`src/rtl/camera_pkg.sv`:
```
// Shared definitions for the DVP camera path: transmitter states, colour-bar
// palette and the default sensor timing used by both the source and capture sides.
package camera_pkg;

    typedef enum logic [2:0] {
        ST_IDLE,
        ST_VSYNC,
        ST_VBP,
        ST_ACTIVE,
        ST_VFP
    } dvp_tx_state_t;

    // RGB565 bars, left to right
    localparam logic [15:0] BAR_COLORS [8] = '{
        16'hFFFF, 16'hFFE0, 16'h07FF, 16'h07E0,
        16'hF81F, 16'hF800, 16'h001F, 16'h0000
    };

    // OV7670-like QVGA timing
    localparam int DVP_H_ACTIVE = 320;
    localparam int DVP_H_BLANK  = 144;
    localparam int DVP_V_SYNC   = 3;
    localparam int DVP_V_BP     = 17;
    localparam int DVP_V_ACTIVE = 240;
    localparam int DVP_V_FP     = 10;

endpackage

```
`src/rtl/dvp_color_bar.sv`:
```
// Colour-bar lookup: maps an active pixel column to one of eight equal-width
// vertical RGB565 bars. Purely combinational.
module dvp_color_bar
    import camera_pkg::*;
#(
    parameter int H_ACTIVE = DVP_H_ACTIVE,
    parameter int PW       = $clog2(H_ACTIVE)
) (
    input  logic [PW-1:0] pix_i,
    output logic [15:0]   color_o
);

    localparam int BAR_W = H_ACTIVE / 8;

    logic [2:0] bar;

    // Bar index is the pixel column divided by the bar width (always < 8)
    always_comb begin
        bar     = 3'(pix_i / PW'(BAR_W));
        color_o = BAR_COLORS[bar];
    end

endmodule

```
`src/rtl/dvp_camera_tx.sv`:
```
// DVP camera transmitter emulating an OV7670-style sensor. Emits VSYNC, HREF
// and one byte per clock; each RGB565 pixel goes out high byte first. Pixels
// come from an upstream source or from the internal colour-bar generator.
module dvp_camera_tx
    import camera_pkg::*;
#(
    parameter int H_ACTIVE = DVP_H_ACTIVE,
    parameter int H_BLANK  = DVP_H_BLANK,
    parameter int V_SYNC   = DVP_V_SYNC,
    parameter int V_BP     = DVP_V_BP,
    parameter int V_ACTIVE = DVP_V_ACTIVE,
    parameter int V_FP     = DVP_V_FP,
    parameter int FREE_RUN = 0
) (
    input  logic        p_clock_in,
    input  logic        reset_n_in,
    input  logic        frame_start_in,
    input  logic        pattern_en_in,
    input  logic [15:0] pixel_data_in,
    input  logic        pixel_valid_in,
    output logic        pixel_take_out,
    output logic        vsync_out,
    output logic        href_out,
    output logic [7:0]  p_data_out,
    output logic        frame_done_out,
    output logic        busy_out,
    output logic        underflow_out
);

    localparam int LINE_CYCLES = 2 * H_ACTIVE + H_BLANK;
    localparam int CW          = $clog2(LINE_CYCLES);
    localparam int PW          = $clog2(H_ACTIVE);

    dvp_tx_state_t state_q, state_d;
    logic [CW-1:0] col_q, col_d;
    logic [15:0]   line_q, line_d, lines_in_state;
    logic          pend_q, pat_q;
    logic          vsync_q, href_q, frame_done_q, busy_q, underflow_q;
    logic [7:0]    data_q, low_q;
    logic          col_wrap, last_line, active_byte, restart;
    logic          enter_vsync, frame_end;
    logic [15:0]   bar_color;

    dvp_color_bar #(
        .H_ACTIVE (H_ACTIVE),
        .PW       (PW)
    ) u_color_bar (
        .pix_i   (col_q[PW:1]),
        .color_o (bar_color)
    );

    assign col_wrap    = (32'(col_q) == LINE_CYCLES - 1);
    assign last_line   = (line_q == lines_in_state - 16'd1);
    assign active_byte = (state_q == ST_ACTIVE) && (32'(col_q) < 2 * H_ACTIVE);
    assign restart     = (FREE_RUN != 0) || pend_q || frame_start_in;
    assign enter_vsync = (state_d == ST_VSYNC) && (state_q != ST_VSYNC);
    assign frame_end   = (state_q == ST_VFP) && (state_d != ST_VFP);

    // A source pixel is consumed on the edge that loads its high byte
    assign pixel_take_out = active_byte && !col_q[0] && !pat_q;

    // Number of lines spent in the current frame region
    always_comb begin
        lines_in_state = 16'd1;
        case (state_q)
            ST_VSYNC:  lines_in_state = 16'(V_SYNC);
            ST_VBP:    lines_in_state = 16'(V_BP);
            ST_ACTIVE: lines_in_state = 16'(V_ACTIVE);
            ST_VFP:    lines_in_state = 16'(V_FP);
            default:   lines_in_state = 16'd1;
        endcase
    end

    // Next state and raster counters; regions change only when a line wraps
    always_comb begin
        state_d = state_q;
        col_d   = col_q;
        line_d  = line_q;
        if (state_q == ST_IDLE) begin
            col_d  = '0;
            line_d = '0;
            if (restart) state_d = ST_VSYNC;
        end else if (col_wrap) begin
            col_d = '0;
            if (last_line) begin
                line_d = '0;
                case (state_q)
                    ST_VSYNC:  state_d = ST_VBP;
                    ST_VBP:    state_d = ST_ACTIVE;
                    ST_ACTIVE: state_d = ST_VFP;
                    ST_VFP:    state_d = restart ? ST_VSYNC : ST_IDLE;
                    default:   state_d = ST_IDLE;
                endcase
            end else begin
                line_d = line_q + 16'd1;
            end
        end else begin
            col_d = col_q + 1'b1;
        end
    end

    // State, counters, collapsed frame request and per-frame pattern select
    always_ff @(posedge p_clock_in or negedge reset_n_in) begin
        if (!reset_n_in) begin
            state_q <= ST_IDLE;
            col_q   <= '0;
            line_q  <= '0;
            pend_q  <= 1'b0;
            pat_q   <= 1'b0;
        end else begin
            state_q <= state_d;
            col_q   <= col_d;
            line_q  <= line_d;
            if (enter_vsync) begin
                pend_q <= 1'b0;
                pat_q  <= pattern_en_in;
            end else if (frame_start_in && state_q != ST_IDLE) begin
                pend_q <= 1'b1;
            end
        end
    end

    // Registered bus outputs; the low byte waits one clock in low_q
    always_ff @(posedge p_clock_in or negedge reset_n_in) begin
        if (!reset_n_in) begin
            vsync_q      <= 1'b0;
            href_q       <= 1'b0;
            frame_done_q <= 1'b0;
            busy_q       <= 1'b0;
            underflow_q  <= 1'b0;
            data_q       <= 8'h00;
            low_q        <= 8'h00;
        end else begin
            vsync_q      <= (state_q == ST_VSYNC);
            href_q       <= active_byte;
            frame_done_q <= frame_end;
            busy_q       <= (state_d != ST_IDLE);
            if (enter_vsync)
                underflow_q <= 1'b0;
            else if (pixel_take_out && !pixel_valid_in)
                underflow_q <= 1'b1;
            if (pixel_take_out) begin
                data_q <= pixel_valid_in ? pixel_data_in[15:8] : 8'h00;
                low_q  <= pixel_valid_in ? pixel_data_in[7:0]  : 8'h00;
            end else if (active_byte && !col_q[0]) begin
                data_q <= bar_color[15:8];
                low_q  <= bar_color[7:0];
            end else if (active_byte) begin
                data_q <= low_q;
            end else begin
                data_q <= 8'h00;
            end
        end
    end

    assign vsync_out      = vsync_q;
    assign href_out       = href_q;
    assign p_data_out     = data_q;
    assign frame_done_out = frame_done_q;
    assign busy_out       = busy_q;
    assign underflow_out  = underflow_q;

endmodule

```
`config.mk`:
```
export PLATFORM = sky130hd
export DESIGN_NAME = dvp_camera_tx
export DESIGN_NICKNAME = d
export VERILOG_FILES = /design/src/rtl/camera_pkg.sv /design/src/rtl/dvp_color_bar.sv /design/src/rtl/dvp_camera_tx.sv
export SDC_FILE = /design/constraint.sdc
export NUM_CORES = 1
export LEC_CHECK = 0
export ABC_AREA = 1
export CAP_MARGIN = 20
export CORE_UTILIZATION = 52
export DETAILED_ROUTE_END_ITERATION = 8
export PLACE_DENSITY = 0.71
export SLEW_MARGIN = 15
export SYNTH_ARGS = -nofsm -noshare
export SYNTH_HDL_FRONTEND = slang
export SYNTH_SLANG_ARGS = --single-unit
```
`constraint.sdc`:
```
create_clock -name p_clock_in -period 3.2 [get_ports p_clock_in]
set_input_delay 0.64 -clock p_clock_in [delete_from_list [all_inputs] [get_ports p_clock_in]]
set_output_delay 0.64 -clock p_clock_in [all_outputs]
set_load 0.01 [all_outputs]
```
== After elaboration in Yosys (flattened, before gate mapping) ==
Memories as Yosys holds them, arrays and structs flattened.
Index checks and enable logic that the tools add are counted.
Widths: inputs -> output; s select.
Storage, ports and cells
  register bits after elaboration: 52
  memory bits (read-only): 128
  output and inout bits: 14
  memories kept: 1
Cells by class
  $add $sub $neg: 3
  divide/modulo/power cells: 1
  $lt $le $gt $ge: 2
  equality and inequality tests: 9
  mux-type cells: 25
  bitwise logic cells: 1
  reductions and logical operators: 18
Memories
  (name not given): words 8, width 16, rd ports 1, clocked after memory_dff 0, wr ports 0, line dvp_color_bar.sv:20  | color_o = BAR_COLORS[bar];
Operator list (count)
  $mux 16: 5
  $mux 8: 7
  $pmux 8 s4: 1
  $mux 10: 2
  $add 16x1->16 const B: 1
  $eq 16x16->1: 1
  $sub 16x1->16 const B: 1
  $mux 3: 4
  $pmux 3 s4: 1
  $add 10x1->10 const B: 1
  $eq 10x10->1 const B: 1
  $lt 10x10->1 const B: 1
  $div 9x6->9 const B: 1
  $reduce_bool 2->1: 4
  $logic_and 1x1->1: 7
  $eq 3x1->1 const B: 2
  $eq 3x2->1 const B: 2
  $reduce_bool 3->1: 2
  $mux 1: 5
  $ge 4x4->1 const B: 1
  $not 3->4: 1
  $eq 3x3->1 const B: 1
  $logic_not 1->1: 3
  $logic_not 3->1: 1
  3 further kinds: 3

== Depth between registers and ports, before layout ==
  depth in word-level cells: 10
  mapped depth: 21
  depth with buffers taken out: 21

== Hierarchy ==
Synthesis repeated with hierarchy kept, for this count alone.
Second synthesis, totals
  cells, all modules: 456
  area, all modules: 3347.0 um^2
By module, submodules not included
  dvp_camera_tx: instances 1, cells an instance 404, area an instance 3067.9 um^2
  dvp_color_bar: instances 1, cells an instance 52, area an instance 279.0 um^2

== Least setup slack after synthesis ==
Ideal clock, no wire load.
  path type: register to register
  from: register state_q[0]
  to: register pat_q
  library setup time: 0.117 ns
  arrival time: 2.447 ns
  data required time: 3.083 ns
  path slack: 0.636 ns
  stages on the path, launching flop included: 19
  clock period less this slack: 2.564 ns
  cell sequence: dfrtp_1 > nor2_1 > nand2_1 > nand2_1 > inv_1 > ha_1 > ha_1 > inv_1 > nand2_1 > nand2_1 > nand3_1 > nor2_1 > nand3_1 > nor2_1 > nand2_1 > o21ai_0 > nand2_1 > nand2_1 > nand2_1
Between the ends
  longest elaborated chain between the ends: 9
RTL lines
  start: declaration: line dvp_camera_tx.sv:34  | dvp_tx_state_t state_q, state_d;
  start signal: assignment: line dvp_camera_tx.sv:111  | state_q <= state_d;
  $eq 3x3->1, or another cell as far along: line dvp_camera_tx.sv:65, dvp_camera_tx.sv:87
  $pmux 8 s4: line dvp_camera_tx.sv:65  | case (state_q)
  $sub 16x1->16: line dvp_camera_tx.sv:53  | assign last_line = (line_q == lines_in_state - 16'd1);
  $eq 16x16->1: line dvp_camera_tx.sv:53
  $mux 3: line dvp_camera_tx.sv:85  | if (last_line) begin
  $mux 3: line dvp_camera_tx.sv:83  | end else if (col_wrap) begin
  $mux 3: line dvp_camera_tx.sv:79  | if (state_q == ST_IDLE) begin
  $eq 3x1->1: line dvp_camera_tx.sv:56  | assign enter_vsync = (state_d == ST_VSYNC) && (state_q != ST_VSYNC);
  $logic_and 1x1->1 (*): line dvp_camera_tx.sv:56
  end signal: assignment: line dvp_camera_tx.sv:116  | pat_q <= pattern_en_in;
  end: declaration: line dvp_camera_tx.sv:37  | logic pend_q, pat_q;
Mark *: on every way between the ends. The rest lies on a longest branch, timed or not.
A chain may end at the register's enable or synchronous reset.

== Final worst setup path ==
  from: register state_q[2]
  to: output pixel_take_out
Between the ends
  longest elaborated chain between the ends: 4
RTL lines
  $eq 3x2->1: line dvp_camera_tx.sv:54  | assign active_byte = (state_q == ST_ACTIVE) && (32'(col_q) < 2 * H_ACTIVE);
  $logic_and 1x1->1: line dvp_camera_tx.sv:54
  via active_byte: line dvp_camera_tx.sv:40  | logic col_wrap, last_line, active_byte, restart;
  $logic_and 1x1->1 (2 in a row): line dvp_camera_tx.sv:60  | assign pixel_take_out = active_byte && !col_q[0] && !pat_q;
  end: declaration: line dvp_camera_tx.sv:21  | output logic pixel_take_out,
The timed path passes the listed nets, and every way through them passes these cells.

==> impl_metrics.py <==
metrics = {
    "sta": {
        "fin_crit_ps": 2990,
        "hold_violations": 0,
        "finalCritPeriodShare_pct": 93.4,
        "setup-tns-final_ps": 0,
        "rsz0062_at_grt": "false",
        "holdWs_ps": 299,
        "fin_worst_skew_ps": 7.74,
        "slew_headroom_pct": 50.0,
        "worstMarginPinSlew_ps": 743,
        "finalMaxSlewViolations": 0,
        "fmaxAchievable_ghz": 0.334,
        "setup_viol": 0,
    },
    "synth": {
        "yosysMostFrequentCell": "nand2_1",
        "ys_seq_area_share_pct": 43.8,
        "avgSynthCellArea_um2": 7.39,
        "synthAdderAreaFrac_pct": 1.69,
        "synth_top_area_cell": "dfrtp_1",
        "synth_cell_types": 33,
        "syn-instance-count": 402,
        "synth_enable_flop_cells": 0,
        "yosysTopAreaCellShare_pct": 43.8,
        "ys_async_sr_fraction_pct": 100,
        "synth_top_family_by_area": "simple AND/OR/NAND/NOR gates",
        "synth-xor-area-share_pct": 2.65,
        "synthSimpleGateAreaFrac_pct": 32.0,
        "ys_ff_latch": 52,
        "yosysWarnings": 0,
        "yosys-top-cells-area": "dfrtp_1, nand2_1, inv_1",
        "synthesis.area_um2": 2970,
        "synth_compound_area_share_pct": 11.6,
        "synth_ff_type": "dfrtp_1",
        "synth_nets": 427,
        "muxShareOfSynthArea_pct": 0,
        "netlist_top_cells_count": "nand2_1, dfrtp_1, inv_1",
    },
    "global_routing": {
        "antenna_found_initial": 0,
        "grt_overflow": 0,
        "grt_pass1_vias": 2516,
        "grt_max_degree": 30,
        "grtUsageTotal_pct": 24.0,
        "grt_pass1_wl_mm": 11.4,
    },
    "route": {
        "drt_iter0_markers": 130,
        "ant_nets": 0,
        "via_per_inst": 5.21,
        "wl_per_cell_um": 12.8,
        "drc_errors": 0,
        "routed_wl_mm": 6.64,
        "drt-pass1-iter-count": 5,
        "vias": 2695,
    },
    "place": {
        "portBuffers": 34,
        "postPlaceCellArea_um2": 3400,
        "gp_congestion": 0.847,
        "dp_hpwl_mm": 5.12,
        "placedCellCount": 509,
    },
    "clock_tree": {
        "htreeDepth": 2,
        "cts_hold_buf": 0,
        "postCtsSetupBuffers": 0,
        "cts_tree": "built",
        "ctsLongestPathBuffers": 2,
        "numCtsBuffers": 5,
        "clkTransAtPathRegs_ps": 100,
        "clock_latency_ps": 300,
        "cts-root-buf": "clkbuf_8",
        "clock-sinks": 52,
    },
    "finish": {
        "diodes": 0,
        "nets": 469,
        "drive_gt1_share_pct": 5.39,
        "area_delta_synth_final_pct": 18.2,
        "fin_cells": 517,
        "fin_util_pct": 63.7,
        "postLayoutCellArea_um2": 3510,
    },
    "floorplan": {
        "ios": 35,
        "die_y_um": 77.6,
        "die_w_um": 77.6,
        "dieArea_um2": 6020,
        "num_rows": 27,
        "initial_utilization_pct": 53.9,
        "coreArea_um2": 5510,
    },
    "setup_path": {
        "required_ps": 2560,
        "critPathMaxFanout": 6,
        "crit_arrival_ps": 2350,
        "critPathCaptureType": "output port",
        "worstSetupPathType": "reg2out",
        "startpoint_type": "register",
    },
    "pwr": {
        "vdd_drop_max_uv": 323,
        "powerDensity_nw_per_um2": 399,
        "power_leakage_uw": 0.00170,
    },
    "run_status": {
        "outcome": "complete, no violations",
    },
    "hold_path": {
        "hp-class": "in2async",
    },
    "run": {
        "max_cap_violations": 0,
    },
}
[sequential cells by signal (all words and copies together), names as in the netlist]
register and cells:
busy_out 1, col_q 10, frame_done_out 1, href_out 1, line_q 16, low_q 8
p_data_out 8, pat_q 1, pend_q 1, state_q 3, underflow_out 1, vsync_out 1
[placed cells by master, fill, tap and decap left out, drive strengths merged, types with 3 or more instances in the layout]
cell	synthesis	layout
nand2	126	126
nand4	6	6
dfrtp	52	52
clkdlybuf4s50	0	33
ha	4	4
o22ai	12	12
xnor2	3	3
nand3	31	31
a21o	4	4
buf	3	7
clkbuf	2	6
a21oi	15	15
nor4	4	4
nor2	40	40
xor2	6	6
o21ai	23	23
nor3	6	6
inv	54	54
[worst max-delay path: stages (launching register included)]
cell and delay, ps:
dfrtp_1 450, nor2_4 220, nand2_4 110, nor2_4 180
inv_2 70, or2_1 280, nor2_8 160, clkdlybuf4s50_1 550
[cell type report]
cell class	instances	area, µm²
clock inverter	2	35.0
timing repair buffer	40	380
clock buffer	6	72.6
tap	72	90.1
multi-input combinational	291	1420
inverter	54	205
fill	480	2000
sequential	52	1300
[final timing paths]
| check | from | slack, ps | depth (start not counted) | end |
|---|---|---|---|---|
| max | state_q[2] | 210 | 7 | pixel_take_out |
| min reg2reg | col_q[2] | 490 | 1 | col_q[2] |
| min | reset_n_in | 300 | 1 | frame_done_out |
| max in group asynchronous | reset_n_in | 2120 | 2 | low_q[7] |
| max reg2reg | state_q[0] | 350 | 16 | busy_out |
| min in group p_clock_in | col_q[2] | 490 | 1 | col_q[2] |
[stage by stage]
step	power [µW]	setup WS [ps]
finish	1400	210
global route	1480	7.40
CTS	1410	203
detailed placement	967	329
global placement	962	442
floorplan	867	636
[what timing repair did]
| item | 4_1_cts | 5_1_grt |
|---|---|---|
| gates resized for setup | 0 | 1 |
| endpoints found under the setup margin | 0 | 3 |
| hold endpoints to repair | 0 | 0 |
[power by group]
part	internal [µW]	switching [µW]
combinational	86.9	126
sequential	703	36.5
clock	232	215
total	1020	377
[routing by layer]
metal / vias up / routed length (µm) / GRT usage [%]
met5: - / 0 / 0
met1: 1229 / 3190 / 32.2
li1: 1387 / - / -
met4: 0 / 78 / 7.17
met3: 8 / 342 / 4.71
met2: 71 / 3030 / 39.1
[kinds of logic (layout without fill, tap and decap cells)]
logic type	Yosys count	count (layout)
AND/OR/NAND/NOR	218	218
AO/OA/AOI/OAI	60	60
buffers and inverters	59	102
flip-flops	52	52
XOR/XNOR	9	9
adder cells (fa/ha/maj)	4	4
No activity file was read; power rests on OpenSTA's default activity.
==> RTL edit, RTL diff (same settings) <==
Add an input register stage for `frame_start_in`, `pattern_en_in`, `pixel_data_in` and `pixel_valid_in`, cleared by the reset; this delays them by one clock.
--- a/src/rtl/dvp_camera_tx.sv
+++ b/src/rtl/dvp_camera_tx.sv
@@ -32,4 +32,23 @@
     localparam int PW          = $clog2(H_ACTIVE);
 
+    logic frame_start_q;
+    logic pattern_en_q;
+    logic [15:0] pixel_data_q;
+    logic pixel_valid_q;
+
+    always_ff @(posedge p_clock_in or negedge reset_n_in) begin
+        if (!reset_n_in) begin
+            frame_start_q <= '0;
+            pattern_en_q  <= '0;
+            pixel_data_q  <= '0;
+            pixel_valid_q <= '0;
+        end else begin
+            frame_start_q <= frame_start_in;
+            pattern_en_q  <= pattern_en_in;
+            pixel_data_q  <= pixel_data_in;
+            pixel_valid_q <= pixel_valid_in;
+        end
+    end
+
     dvp_tx_state_t state_q, state_d;
     logic [CW-1:0] col_q, col_d;
@@ -53,5 +72,5 @@
     assign last_line   = (line_q == lines_in_state - 16'd1);
     assign active_byte = (state_q == ST_ACTIVE) && (32'(col_q) < 2 * H_ACTIVE);
-    assign restart     = (FREE_RUN != 0) || pend_q || frame_start_in;
+    assign restart     = (FREE_RUN != 0) || pend_q || frame_start_q;
     assign enter_vsync = (state_d == ST_VSYNC) && (state_q != ST_VSYNC);
     assign frame_end   = (state_q == ST_VFP) && (state_d != ST_VFP);
@@ -114,6 +133,6 @@
             if (enter_vsync) begin
                 pend_q <= 1'b0;
-                pat_q  <= pattern_en_in;
-            end else if (frame_start_in && state_q != ST_IDLE) begin
+                pat_q  <= pattern_en_q;
+            end else if (frame_start_q && state_q != ST_IDLE) begin
                 pend_q <= 1'b1;
             end
@@ -138,9 +157,9 @@
             if (enter_vsync)
                 underflow_q <= 1'b0;
-            else if (pixel_take_out && !pixel_valid_in)
+            else if (pixel_take_out && !pixel_valid_q)
                 underflow_q <= 1'b1;
             if (pixel_take_out) begin
-                data_q <= pixel_valid_in ? pixel_data_in[15:8] : 8'h00;
-                low_q  <= pixel_valid_in ? pixel_data_in[7:0]  : 8'h00;
+                data_q <= pixel_valid_q ? pixel_data_q[15:8] : 8'h00;
+                low_q  <= pixel_valid_q ? pixel_data_q[7:0]  : 8'h00;
             end else if (active_byte && !col_q[0]) begin
                 data_q <= bar_color[15:8];
Function: changed (a bounded check fails within 4 cycles, from zero or initial values and one cycle with reset_n_in low).
==> RTL edit against the unedited design <==
- setup slack improved by 150 ps
- combinational power decreased by 9%
- total power increased by 38%
- routed wire length decreased by 1.6%
- register-to-register slack improved by 320 ps
- synthesized area increased by 16%
- sequential cell count increased by 19
- via count increased by 2.2%
- maximum frequency increased by 5.4%
- cell area increased by 15%
- count of clock-buffer cells in the layout increased by 4
==> RTL edit: results (changes against the unedited design) <==
* Post-DP HPWL at 4.78 mm (was 5.12 mm)
* Row count at 29 (was 27)
* R2R setup slack at 670 ps (was 350 ps)
* Sequential Power Share at 52.6% (was 52.8%)
* WL met1 at 3.33 mm (was 3.19 mm)
* Int Pwr at 1.42 mW (was 1.02 mW)
* Largest regs: line_q: 16 flops, pixel_data_q: 16 flops, col_q: 10 flops (was line_q: 16 flops, col_q: 10 flops)
* Multi-input gates at 284 (was 291)
* LEAKAGE at 1.94 nW (was 1.70 nW)
* Global routing usage on met2 at 31.4% (was 39.1%)
* Outcome: finished clean (unchanged)
* R2R depth at 18 (was 16)
* Inverter count at 50 (was 54)
* Htree depth at 3 (was 2)
* Pre-Repair DR Iteration Count at 4 (was 5)
* GR Util All Layers at 21.3% (was 24.0%)
* Yosys cell types at 38 (was 33)
* Filler cells at 517 (was 480)
* Pin count of the biggest net entering global routing at 47 (was 30)
* Avg Cell Area, Syn at 8.35 sq um (was 7.39 sq um)
* Placed cell count at 517 (was 509)
* Final instance area at 4050 sq um (was 3510 sq um)
* Vias in the first global route at 2606 (was 2516)
* Final GP Congestion at 0.826 (was 0.847)
* Layout cells sized above 1 at 10.3% (was 5.39%)
* Sequential area share after synthesis at 51.8% (was 43.8%)
* Post-place setup slack at 705 ps (was 329 ps)
* Latest clock arrival within the worst-skew pair at 340 ps (was 300 ps)
* Seq pwr at 1.02 mW (was 0.739 mW)
* Non-clock buffer area fraction after layout at 8.78% (was 10.8%)
* Worst EP arrival at 2200 ps (was 2350 ps)
* NumNets Final at 476 (was 469)
* Met3 WL post-DR at 214 um (was 342 um)
* Setup ws final at 362 ps (was 210 ps)
* Wire per inst at 12.3 um (was 12.8 um)
* WHS at 301 ps (was 299 ps)
* Synth area leaders: dfrtp_1 52%, nand2_1 13%, nor2_1 4.6% (was dfrtp_1 44%, nand2_1 16%, inv_1 6.3%)
* Met3 usage at 3.88% (was 4.71%)
* Met2 WL post-DR at 2.87 mm (was 3.03 mm)
* Buffers excl. clock at 35 (was 40)
* Register bit total from synthesis at 71 (was 52)
* Critical R2R Capture: pat_q (was busy_out)
* Sequential share of cell area at 43.9% (was 37.1%)
* Skew final at 8.52 ps (was 7.74 ps)
* Top post-synthesis cells by count: 115 x nand2_1, 71 x dfrtp_1, 42 x nor2_1 (was 124 x nand2_1, 52 x dfrtp_1, 50 x inv_1)
* # clk buffers at 10 (was 6)
* Vias at 2755 (was 2695)
## RTL edit: changes by cell type in the layout (fill, tap and decap cells not counted), sizes merged, moves of 5 or more
cell | before | now
clkinv | 1 | 6
o22ai | 12 | 3
nand3 | 31 | 25
nor2 | 40 | 48
buf | 7 | 2
o21ai | 23 | 18
dfrtp | 52 | 71
inv | 54 | 48
nor3 | 6 | 13
## RTL edit: critical path, cell delays in order, from the launching register on
cell             delay (ps)
dfrtp_1                 480
nor2_4                  190
nand2_4                 100
nor2_4                  230
nand2_4                 170
nor2_8                  130
clkdlybuf4s50_1         540
## RTL edit: kinds of logic (layout without fill, tap and decap cells)
group / count (synthesis) / count (layout) / share of synthesized area (%)
DFF: 71 / 71 / 51.8
adders and majority gates: 4 / 4 / 1.46
and+or+nand+nor: 221 / 221 / 29.1
xor gates and xnor gates: 7 / 7 / 1.79
AOI/OAI and AO/OA: 52 / 52 / 9.08
buffers and inverters: 56 / 101 / 6.75
